==> src/rtl/regfile_sequencer.sv <==
// ---------------------------------------------------------------------------
// regfile_sequencer
//   Multi-cycle control unit for a 4 x DATA_W register file. Fetches 8-bit
//   instructions over a req/ack handshake, decodes them, reads operands from
//   the register file, computes with a small internal ALU and writes back.
//
//   Instruction byte: op = ir[7:4], rd = ir[3:2], rs = ir[1:0].
//   LDI / JMP / JZ carry a second (immediate) byte.
//
// Optional feature (macro REGFILE_SEQ_STEP_EN):
//   Adds input `step`. After every writeback and every completed jump / NOP
//   the FSM parks in PAUSE (busy, no request) until step is seen high.
//   Without the macro there is no step port and execution is free-running.
//
// Ports:
//   clk, rst            rising-edge clock, synchronous active-high reset
//   start               pulse in IDLE begins execution at pc 0
//   step                (REGFILE_SEQ_STEP_EN only) release from PAUSE
//   imem_req/addr       fetch request and address (address is the pc)
//   imem_ack/data       fetch completion and fetched byte
//   rf_ra, rf_rb        read addresses (rd, rs of the current instruction)
//   rf_a_data/b_data    combinational read data for ports A and B
//   rf_wa/wd/we         write port (we high only in writeback)
//   busy                high in every state but IDLE and HALT
//   halted              high in HALT
//   illegal             one-cycle pulse while decoding opcodes B..E
//   zflag               zero flag of the last ALU operation
// ---------------------------------------------------------------------------
module regfile_sequencer #(
    parameter int PC_W   = 8,
    parameter int DATA_W = 4
) (
    input  logic              clk,
    input  logic              rst,
    input  logic              start,
`ifdef REGFILE_SEQ_STEP_EN
    input  logic              step,
`endif
    output logic              imem_req,
    output logic [PC_W-1:0]   imem_addr,
    input  logic              imem_ack,
    input  logic [7:0]        imem_data,
    output logic [1:0]        rf_ra,
    output logic [1:0]        rf_rb,
    input  logic [DATA_W-1:0] rf_a_data,
    input  logic [DATA_W-1:0] rf_b_data,
    output logic [1:0]        rf_wa,
    output logic [DATA_W-1:0] rf_wd,
    output logic              rf_we,
    output logic              busy,
    output logic              halted,
    output logic              illegal,
    output logic              zflag
);

    localparam logic [3:0] OP_NOP = 4'h0;
    localparam logic [3:0] OP_MOV = 4'h1;
    localparam logic [3:0] OP_ADD = 4'h2;
    localparam logic [3:0] OP_SUB = 4'h3;
    localparam logic [3:0] OP_AND = 4'h4;
    localparam logic [3:0] OP_OR  = 4'h5;
    localparam logic [3:0] OP_XOR = 4'h6;
    localparam logic [3:0] OP_NOT = 4'h7;
    localparam logic [3:0] OP_LDI = 4'h8;
    localparam logic [3:0] OP_JMP = 4'h9;
    localparam logic [3:0] OP_JZ  = 4'hA;
    localparam logic [3:0] OP_HLT = 4'hF;

    typedef enum logic [2:0] {
        S_IDLE,
        S_FETCH,
        S_DECODE,
        S_FETCH_IMM,
        S_EXEC,
        S_WB,
        S_HALT
`ifdef REGFILE_SEQ_STEP_EN
        , S_PAUSE
`endif
    } state_t;

    // Where an instruction goes once it has fully retired.
`ifdef REGFILE_SEQ_STEP_EN
    localparam state_t S_RETIRE = S_PAUSE;
`else
    localparam state_t S_RETIRE = S_FETCH;
`endif

    state_t            state, state_n;
    logic [PC_W-1:0]   pc;
    logic [7:0]        ir;
    logic [DATA_W-1:0] result;
    logic [DATA_W-1:0] alu;
    logic              alu_sets_z;

    logic [3:0] op;
    assign op = ir[7:4];

    // ---------------------------------------------------------------- ALU
    always_comb begin
        alu        = rf_a_data;
        alu_sets_z = 1'b0;
        case (op)
            OP_MOV: alu = rf_b_data;
            OP_ADD: begin alu = rf_a_data + rf_b_data;  alu_sets_z = 1'b1; end
            OP_SUB: begin alu = rf_a_data - rf_b_data;  alu_sets_z = 1'b1; end
            OP_AND: begin alu = rf_a_data & rf_b_data;  alu_sets_z = 1'b1; end
            OP_OR:  begin alu = rf_a_data | rf_b_data;  alu_sets_z = 1'b1; end
            OP_XOR: begin alu = rf_a_data ^ rf_b_data;  alu_sets_z = 1'b1; end
            OP_NOT: begin alu = ~rf_b_data;             alu_sets_z = 1'b1; end
            default: ;
        endcase
    end

    // ------------------------------------------------------ state register
    always_ff @(posedge clk) begin
        if (rst) state <= S_IDLE;
        else     state <= state_n;
    end

    // ---------------------------------------------- next state and outputs
    always_comb begin
        state_n  = state;
        imem_req = 1'b0;
        rf_we    = 1'b0;
        busy     = 1'b1;
        halted   = 1'b0;
        illegal  = 1'b0;
        case (state)
            S_IDLE: begin
                busy = 1'b0;
                if (start) state_n = S_FETCH;
            end
            S_FETCH: begin
                imem_req = 1'b1;
                if (imem_ack) state_n = S_DECODE;
            end
            S_DECODE: begin
                case (op)
                    OP_LDI, OP_JMP, OP_JZ: state_n = S_FETCH_IMM;
                    OP_HLT:                state_n = S_HALT;
                    OP_NOP:                state_n = S_RETIRE;
                    4'hB, 4'hC, 4'hD, 4'hE: begin
                        illegal = 1'b1;
                        state_n = S_RETIRE;
                    end
                    default:               state_n = S_EXEC;
                endcase
            end
            S_FETCH_IMM: begin
                imem_req = 1'b1;
                if (imem_ack) state_n = (op == OP_LDI) ? S_WB : S_RETIRE;
            end
            S_EXEC: state_n = S_WB;
            S_WB: begin
                rf_we   = 1'b1;
                state_n = S_RETIRE;
            end
            S_HALT: begin
                busy   = 1'b0;
                halted = 1'b1;
            end
`ifdef REGFILE_SEQ_STEP_EN
            S_PAUSE: begin
                if (step) state_n = S_FETCH;
            end
`endif
            default: state_n = S_IDLE;
        endcase
    end

    // ------------------------------------------------------------ datapath
    always_ff @(posedge clk) begin
        if (rst) begin
            pc     <= '0;
            ir     <= '0;
            result <= '0;
            zflag  <= 1'b0;
        end else begin
            case (state)
                S_FETCH: begin
                    if (imem_ack) begin
                        ir <= imem_data;
                        pc <= pc + PC_W'(1);
                    end
                end
                S_FETCH_IMM: begin
                    if (imem_ack) begin
                        // Taken jumps override the post-increment with the immediate.
                        if (op == OP_JMP || (op == OP_JZ && zflag))
                            pc <= PC_W'(imem_data);
                        else
                            pc <= pc + PC_W'(1);
                        if (op == OP_LDI)
                            result <= imem_data[DATA_W-1:0];
                    end
                end
                S_EXEC: begin
                    // Operands are sampled here; the write lands a cycle later
                    // in WB, so rd==rs reads the pre-write value.
                    result <= alu;
                    if (alu_sets_z) zflag <= (alu == '0);
                end
                default: ;
            endcase
        end
    end

    assign imem_addr = pc;
    assign rf_ra     = ir[3:2];
    assign rf_rb     = ir[1:0];
    assign rf_wa     = ir[3:2];
    assign rf_wd     = result;

endmodule

==> config.mk <==
export PLATFORM = sky130hd
export DESIGN_NAME = regfile_sequencer
export DESIGN_NICKNAME = d
export VERILOG_FILES = /design/src/rtl/regfile_sequencer.sv
export SDC_FILE = /design/constraint.sdc
export NUM_CORES = 1
export LEC_CHECK = 0
export BUFFER_PORTS_ARGS = -buffer_cell sky130_fd_sc_hd__buf_2
export CORE_AREA = 2 2 90 57
export DETAILED_ROUTE_END_ITERATION = 12
export DIE_AREA = 0 0 92 59
export GPL_ROUTABILITY_DRIVEN = 0
export PLACE_DENSITY = 0.64
export SYNTH_ARGS = -nofsm -noshare
export SYNTH_HDL_FRONTEND = slang
export SYNTH_SLANG_ARGS = --single-unit
==> constraint.sdc <==
create_clock -name clk -period 6.5 [get_ports clk]
set_clock_uncertainty 0.05 [all_clocks]
set_input_delay 1.3 -clock clk [delete_from_list [all_inputs] [get_ports clk]]
set_output_delay 1.3 -clock clk [all_outputs]
set_load 0.05 [all_outputs]
==> flow_metrics.py, run 1 <==
metrics = {
    "outcome": {
        "status": "complete, no violations",
    },
    "layout": {
        "syn_to_final_growth_pct": 10.7,
        "instances_no_fill": 355,
        "nFillCells": 482,
        "final_cell_mix": "buf_2 (43), a21oi_1 (32), nor2_1 (29)",
        "final_common_cell": "buf_2",
        "fin_util_pct": 49.0,
        "fin_area_um2": 2210,
        "n_antenna_cell": 0,
        "nets": 327,
        "drive_gt1_share_pct": 18.8,
    },
    "routing": {
        "post-route-drc-count": 0,
        "drtPass1Iterations": 4,
        "wirelength_um": 5060,
        "wire_per_inst_um": 14.2,
        "detail-route-antenna-nets": 0,
        "vias_per_cell": 5.41,
        "drtIter0Drc": 110,
        "route.vias.total": 1921,
    },
    "clocking": {
        "cts_made_buffers": 3,
        "clk_pin_slew_ps": 90,
        "ctsResizeCount": 0,
        "htree_levels": 1,
        "clockBufferDepth": 2,
        "cts_tree": "built",
        "hold_buffers": 0,
        "cts_sinks": 24,
        "insertion_delay_ps": 270,
        "cts_setup_buffers": 0,
        "clock-root-buffer": "clkbuf_8",
    },
    "logic_synthesis": {
        "yosys_warnings": 0,
        "ys_seq_elements": 24,
        "synthFlopType": "dfxtp_1",
        "synth_edf_count": 0,
        "synth_fp_nets": 301,
        "ys_seq_area_share_pct": 24.0,
        "synth_cell_type_count": 55,
        "synthesis.instances": 267,
        "syn-cell-area_um2": 2000,
        "syn_avg_cell_area_um2": 7.49,
        "async_reset_ff_share_pct": 0,
    },
    "hold_path": {
        "min_path_cells": 2,
        "holdPathEnd": "ir[0]",
        "hp-class": "flip-flop to flip-flop",
        "holdCritStartpoint": "ir[0]",
    },
    "timing": {
        "slew_headroom_pct": 50.4,
        "final.setup.tns_ps": 0,
        "slew_violations": 0,
        "worst_pin_slew_ps": 742,
        "finalHoldViolCount": 0,
        "fmax_ghz": 0.290,
        "setup_viol_count_final": 0,
        "finalCriticalPeriod_ps": 3450,
        "setup_slack_ps": 3050,
        "min_period_over_period_pct": 53.1,
        "whs_ps": 430,
        "rsz0062_at_grt": "no",
    },
    "setup_path": {
        "critPathLaunchType": "primary input",
        "regToRegStartpoint": "ir[5]",
        "cp-end-kind": "flip-flop",
        "cp.arrival_ps": 3600,
        "r2r_slack_ps": 3350,
        "r2r_cells": 9,
        "path_class": "primary input to flip-flop",
        "crit_path_max_fanout": 5,
        "required_ps": 6650,
        "r2r-end": "rf_wd[2]",
    },
    "run": {
        "cap_violations": 0,
    },
    "grt": {
        "grt_max_degree": 25,
        "grt_overflow_total": 0,
        "grt_pass1_wl_um": 8340,
        "grtUsageTotal_pct": 19.2,
        "grt_pass1_vias": 1644,
        "antenna_found_initial": 0,
    },
    "placement": {
        "dp_hpwl_um": 3900,
        "numPlacedInstances": 351,
        "place_area_um2": 2160,
        "dp_slack_ps": 2790,
        "io_buffers": 43,
    },
    "pwr": {
        "finalPower_uw": 355,
        "pwr_density_cell_nw_per_um2": 160,
        "p_leak_nw": 0.904,
        "peakVddDrop_mv": 0.150,
    },
    "floorplan": {
        "start_util_pct": 44.3,
        "core_um2": 4520,
        "die_x_um": 92,
        "row_count": 19,
        "die_h_um": 59,
        "io_pins": 44,
        "dieArea_um2": 5430,
    },
}
synth_stat cells (3+ instances only):
cell type,instances,area (um^2)
a211oi_1,7,52.6
a21o_1,3,22.5
a21oi_1,32,160
a31oi_1,5,31.3
buf_2,3,15.0
buf_4,7,52.6
buf_6,3,33.8
clkbuf_1,9,33.8
dfxtp_1,24,480
ha_1,13,163
inv_1,15,56.3
mux2i_1,3,30.0
nand2_1,25,93.8
nand2b_1,4,25.0
nand3_1,4,20.0
nand3b_1,3,22.5
nor2_1,29,109
nor3_1,7,35.0
o21ai_0,11,55.1
o21ai_1,4,20.0
o22ai_1,3,18.8
or3_1,3,18.8
or3b_1,3,26.3
xnor2_1,5,43.8
xor2_1,3,26.3
how the worst max path moves through the flow:
stage,from,endpoint,slack [ps],cells past startpoint
2_1_floorplan,ir[5],illegal,2610,5
3_3_place_gp,rf_b_data[0],rf_wd[2],2810,11
3_5_place_dp,rf_b_data[0],rf_wd[2],2790,11
4_1_cts,rf_b_data[0],rf_wd[2],3060,11
5_1_grt,rf_b_data[0],rf_wd[2],2930,11
6_report,rf_b_data[0],rf_wd[2],3050,11
worst max-delay path, cell delays in order:
cell      delay, ps
buf_2           120
inv_1            80
ha_1            280
mux2_2          280
fa_1            400
xor2_1          160
or3_1           300
o211ai_1         90
a211oi_1         80
or3_1           370
a21oi_1         120
registers in the layout, indices dropped and copies added, names as in the netlist:
name       flops
imem_addr      8
ir             8
rf_wd          4
state          3
zflag          1
routing by layer:
metal / wire, um / up-vias / part of all wire (%) / GRT usage (%)
met2: 1890 / 70 / 37 / 25.3
met1: 2760 / 858 / 55 / 32.0
met5: 0 / - / 0 / 0
li1: - / 991 / - / -
met4: 19 / 0 / 0.38 / 2.99
met3: 389 / 2 / 7.7 / 3.44
power breakdown:
| group | internal (mW) | switching, mW | total [mW] |
|---|---|---|---|
| logic | 0.0321 | 0.0574 | 0.0895 |
| registers | 0.151 | 0.0110 | 0.162 |
| clock network | 0.0541 | 0.0493 | 0.103 |
| total | 0.237 | 0.118 | 0.355 |
area by class of cell:
cell class / count / area (um^2) / area share, %
repair buffers: 43 / 215 / 9.72
flip-flops and latches: 24 / 480 / 21.7
well taps: 63 / 78.8 / 3.56
multi-input cells: 204 / 1320 / 59.7
inverters: 17 / 63.8 / 2.88
clock buffers: 4 / 55.1 / 2.49
kinds of logic after synthesis:
logic type / synth area share, %
mux: 3.19
flops: 24.0
buf+inv: 9.94
compound gates: 26.3
simple gates: 23.9
xor+xnor: 3.50
fa+ha+maj: 9.13
Note: power is estimated with default switching activity, not from simulation.
==> inputs of run 2 (changes only) <==
==> constraint.sdc (replaced) <==
create_clock -name clk -period 3.4 [get_ports clk]
set_clock_uncertainty 0.05 [all_clocks]
set_input_delay 0.68 -clock clk [delete_from_list [all_inputs] [get_ports clk]]
set_output_delay 0.68 -clock clk [all_outputs]
set_load 0.05 [all_outputs]
==> flow_metrics.py, run 2 (synthesis gave the netlist of run 1 again) <==
metrics = {
    "grt": {
        "grt_max_degree": 25,
        "grt_overflow_total": 0,
        "grtUsageTotal_pct": 19.0,
        "antenna_found_initial": 0,
        "grt_pass1_vias": 1659,
        "grt_pass1_wl_um": 8280,
    },
    "floorplan": {
        "die_x_um": 92,
        "core_um2": 4520,
        "die_h_um": 59,
        "row_count": 19,
        "io_pins": 44,
        "start_util_pct": 44.3,
        "dieArea_um2": 5430,
    },
    "timing": {
        "whs_ps": 426,
        "slew_violations": 0,
        "final.setup.tns_ps": 0,
        "fmax_ghz": 0.355,
        "rsz0062_at_grt": "no",
        "worst_pin_slew_ps": 805,
        "finalHoldViolCount": 0,
        "slew_headroom_pct": 46.1,
        "setup_viol_count_final": 0,
        "finalCriticalPeriod_ps": 2820,
        "min_period_over_period_pct": 82.8,
    },
    "layout": {
        "nets": 333,
        "fin_area_um2": 2280,
        "syn_to_final_growth_pct": 13.8,
        "final_common_cell": "buf_2",
        "fin_util_pct": 50.4,
        "n_antenna_cell": 0,
        "nFillCells": 484,
        "drive_gt1_share_pct": 20.5,
        "final_cell_mix": "buf_2 (43), a21oi_1 (32), nor2_1 (29)",
    },
    "pwr": {
        "pwr_density_cell_nw_per_um2": 325,
        "p_leak_nw": 0.942,
        "peakVddDrop_mv": 0.209,
    },
    "routing": {
        "drtPass1Iterations": 5,
        "route.vias.total": 1966,
        "drtIter0Drc": 159,
        "post-route-drc-count": 0,
        "wirelength_um": 5080,
        "wire_per_inst_um": 14.1,
        "vias_per_cell": 5.45,
        "detail-route-antenna-nets": 0,
    },
    "clocking": {
        "insertion_delay_ps": 270,
        "cts_sinks": 24,
        "htree_levels": 1,
        "clk_pin_slew_ps": 90,
        "clock-root-buffer": "clkbuf_8",
        "hold_buffers": 0,
        "clockBufferDepth": 2,
        "cts_setup_buffers": 0,
        "cts_tree": "built",
        "cts_made_buffers": 3,
        "ctsResizeCount": 0,
    },
    "setup_path": {
        "r2r_slack_ps": 740,
        "startpoint": "rf_b_data[0]",
        "r2r-end": "rf_wd[2]",
        "path_class": "primary input to flip-flop",
        "worstSetupEndpoint": "rf_wd[2]",
        "r2r_cells": 9,
        "critPathLaunchType": "primary input",
        "crit_path_max_fanout": 5,
        "regToRegStartpoint": "ir[7]",
        "required_ps": 3560,
        "cp.arrival_ps": 2970,
        "cp-end-kind": "flip-flop",
    },
    "hold_path": {
        "min_path_cells": 2,
        "hp-class": "flip-flop to flip-flop",
    },
    "run": {
        "cap_violations": 0,
    },
    "placement": {
        "io_buffers": 43,
        "dp_hpwl_um": 3900,
        "place_area_um2": 2200,
    },
    "outcome": {
        "status": "complete, no violations",
    },
}
## run 2: cell count changes in the layout (fill, tap and decap cells not counted), sizes merged
cell,change
bufinv,+1
buf,+6
clkbuf,-1
## run 2: how the worst min path moves through the flow
| stage | endpoint | from | slack [ps] |
|---|---|---|---|
| 2_1_floorplan | ir[0] | ir[0] | 400 |
| 3_3_place_gp | ir[0] | ir[0] | 410 |
| 3_5_place_dp | rf_wd[2] | rf_wd[2] | 410 |
| 4_1_cts | rf_wd[2] | rf_wd[2] | 430 |
| 5_1_grt | rf_wd[2] | rf_wd[2] | 450 |
| 6_report | rf_wd[2] | rf_wd[2] | 430 |
## run 2: area by class of cell
class / count / area [um^2] / share of cell area, %
clock buffer: 3 / 41.3 / 1.81
inverter: 17 / 63.8 / 2.80
clock inverter: 1 / 30.0 / 1.32
timing repair buffer: 49 / 260 / 11.4
tap: 63 / 78.8 / 3.46
sequential: 24 / 480 / 21.1
multi-input combinational: 204 / 1320 / 58.1
## run 2: metrics by stage
stage / setup slack, ps / instances / power (mW)
global placement: 337 / 357 / 0.490
global route: 492 / 361 / 0.773
finish: 583 / 361 / 0.739
CTS: 601 / 361 / 0.747
floorplan: 132 / 267 / 0.443
detailed placement: 311 / 357 / 0.491
## run 2: metal layers
| metal | track usage [%] | vias to the layer above | routed length, um |
|---|---|---|---|
| met5 | 0 | - | 0 |
| met2 | 25.1 | 76 | 1990 |
| met4 | 2.35 | 0 | 9 |
| met1 | 31.8 | 886 | 2780 |
| met3 | 3.31 | 2 | 305 |
| li1 | - | 1002 | - |
## run 2: worst max-delay path, stage by stage
cell	delay, ps
buf_2	120
inv_1	80
ha_1	290
mux2_2	290
fa_1	400
xor2_1	160
or3_1	300
o211ai_1	90
a211oi_1	80
or3_1	370
a21oi_1	110
## run 2: where the power goes
| group | total [mW] | internal [mW] | switching, mW |
|---|---|---|---|
| clock network | 0.253 | 0.158 | 0.0956 |
| registers | 0.297 | 0.289 | 0.00792 |
| logic | 0.189 | 0.0656 | 0.123 |
| total | 0.739 | 0.512 | 0.227 |
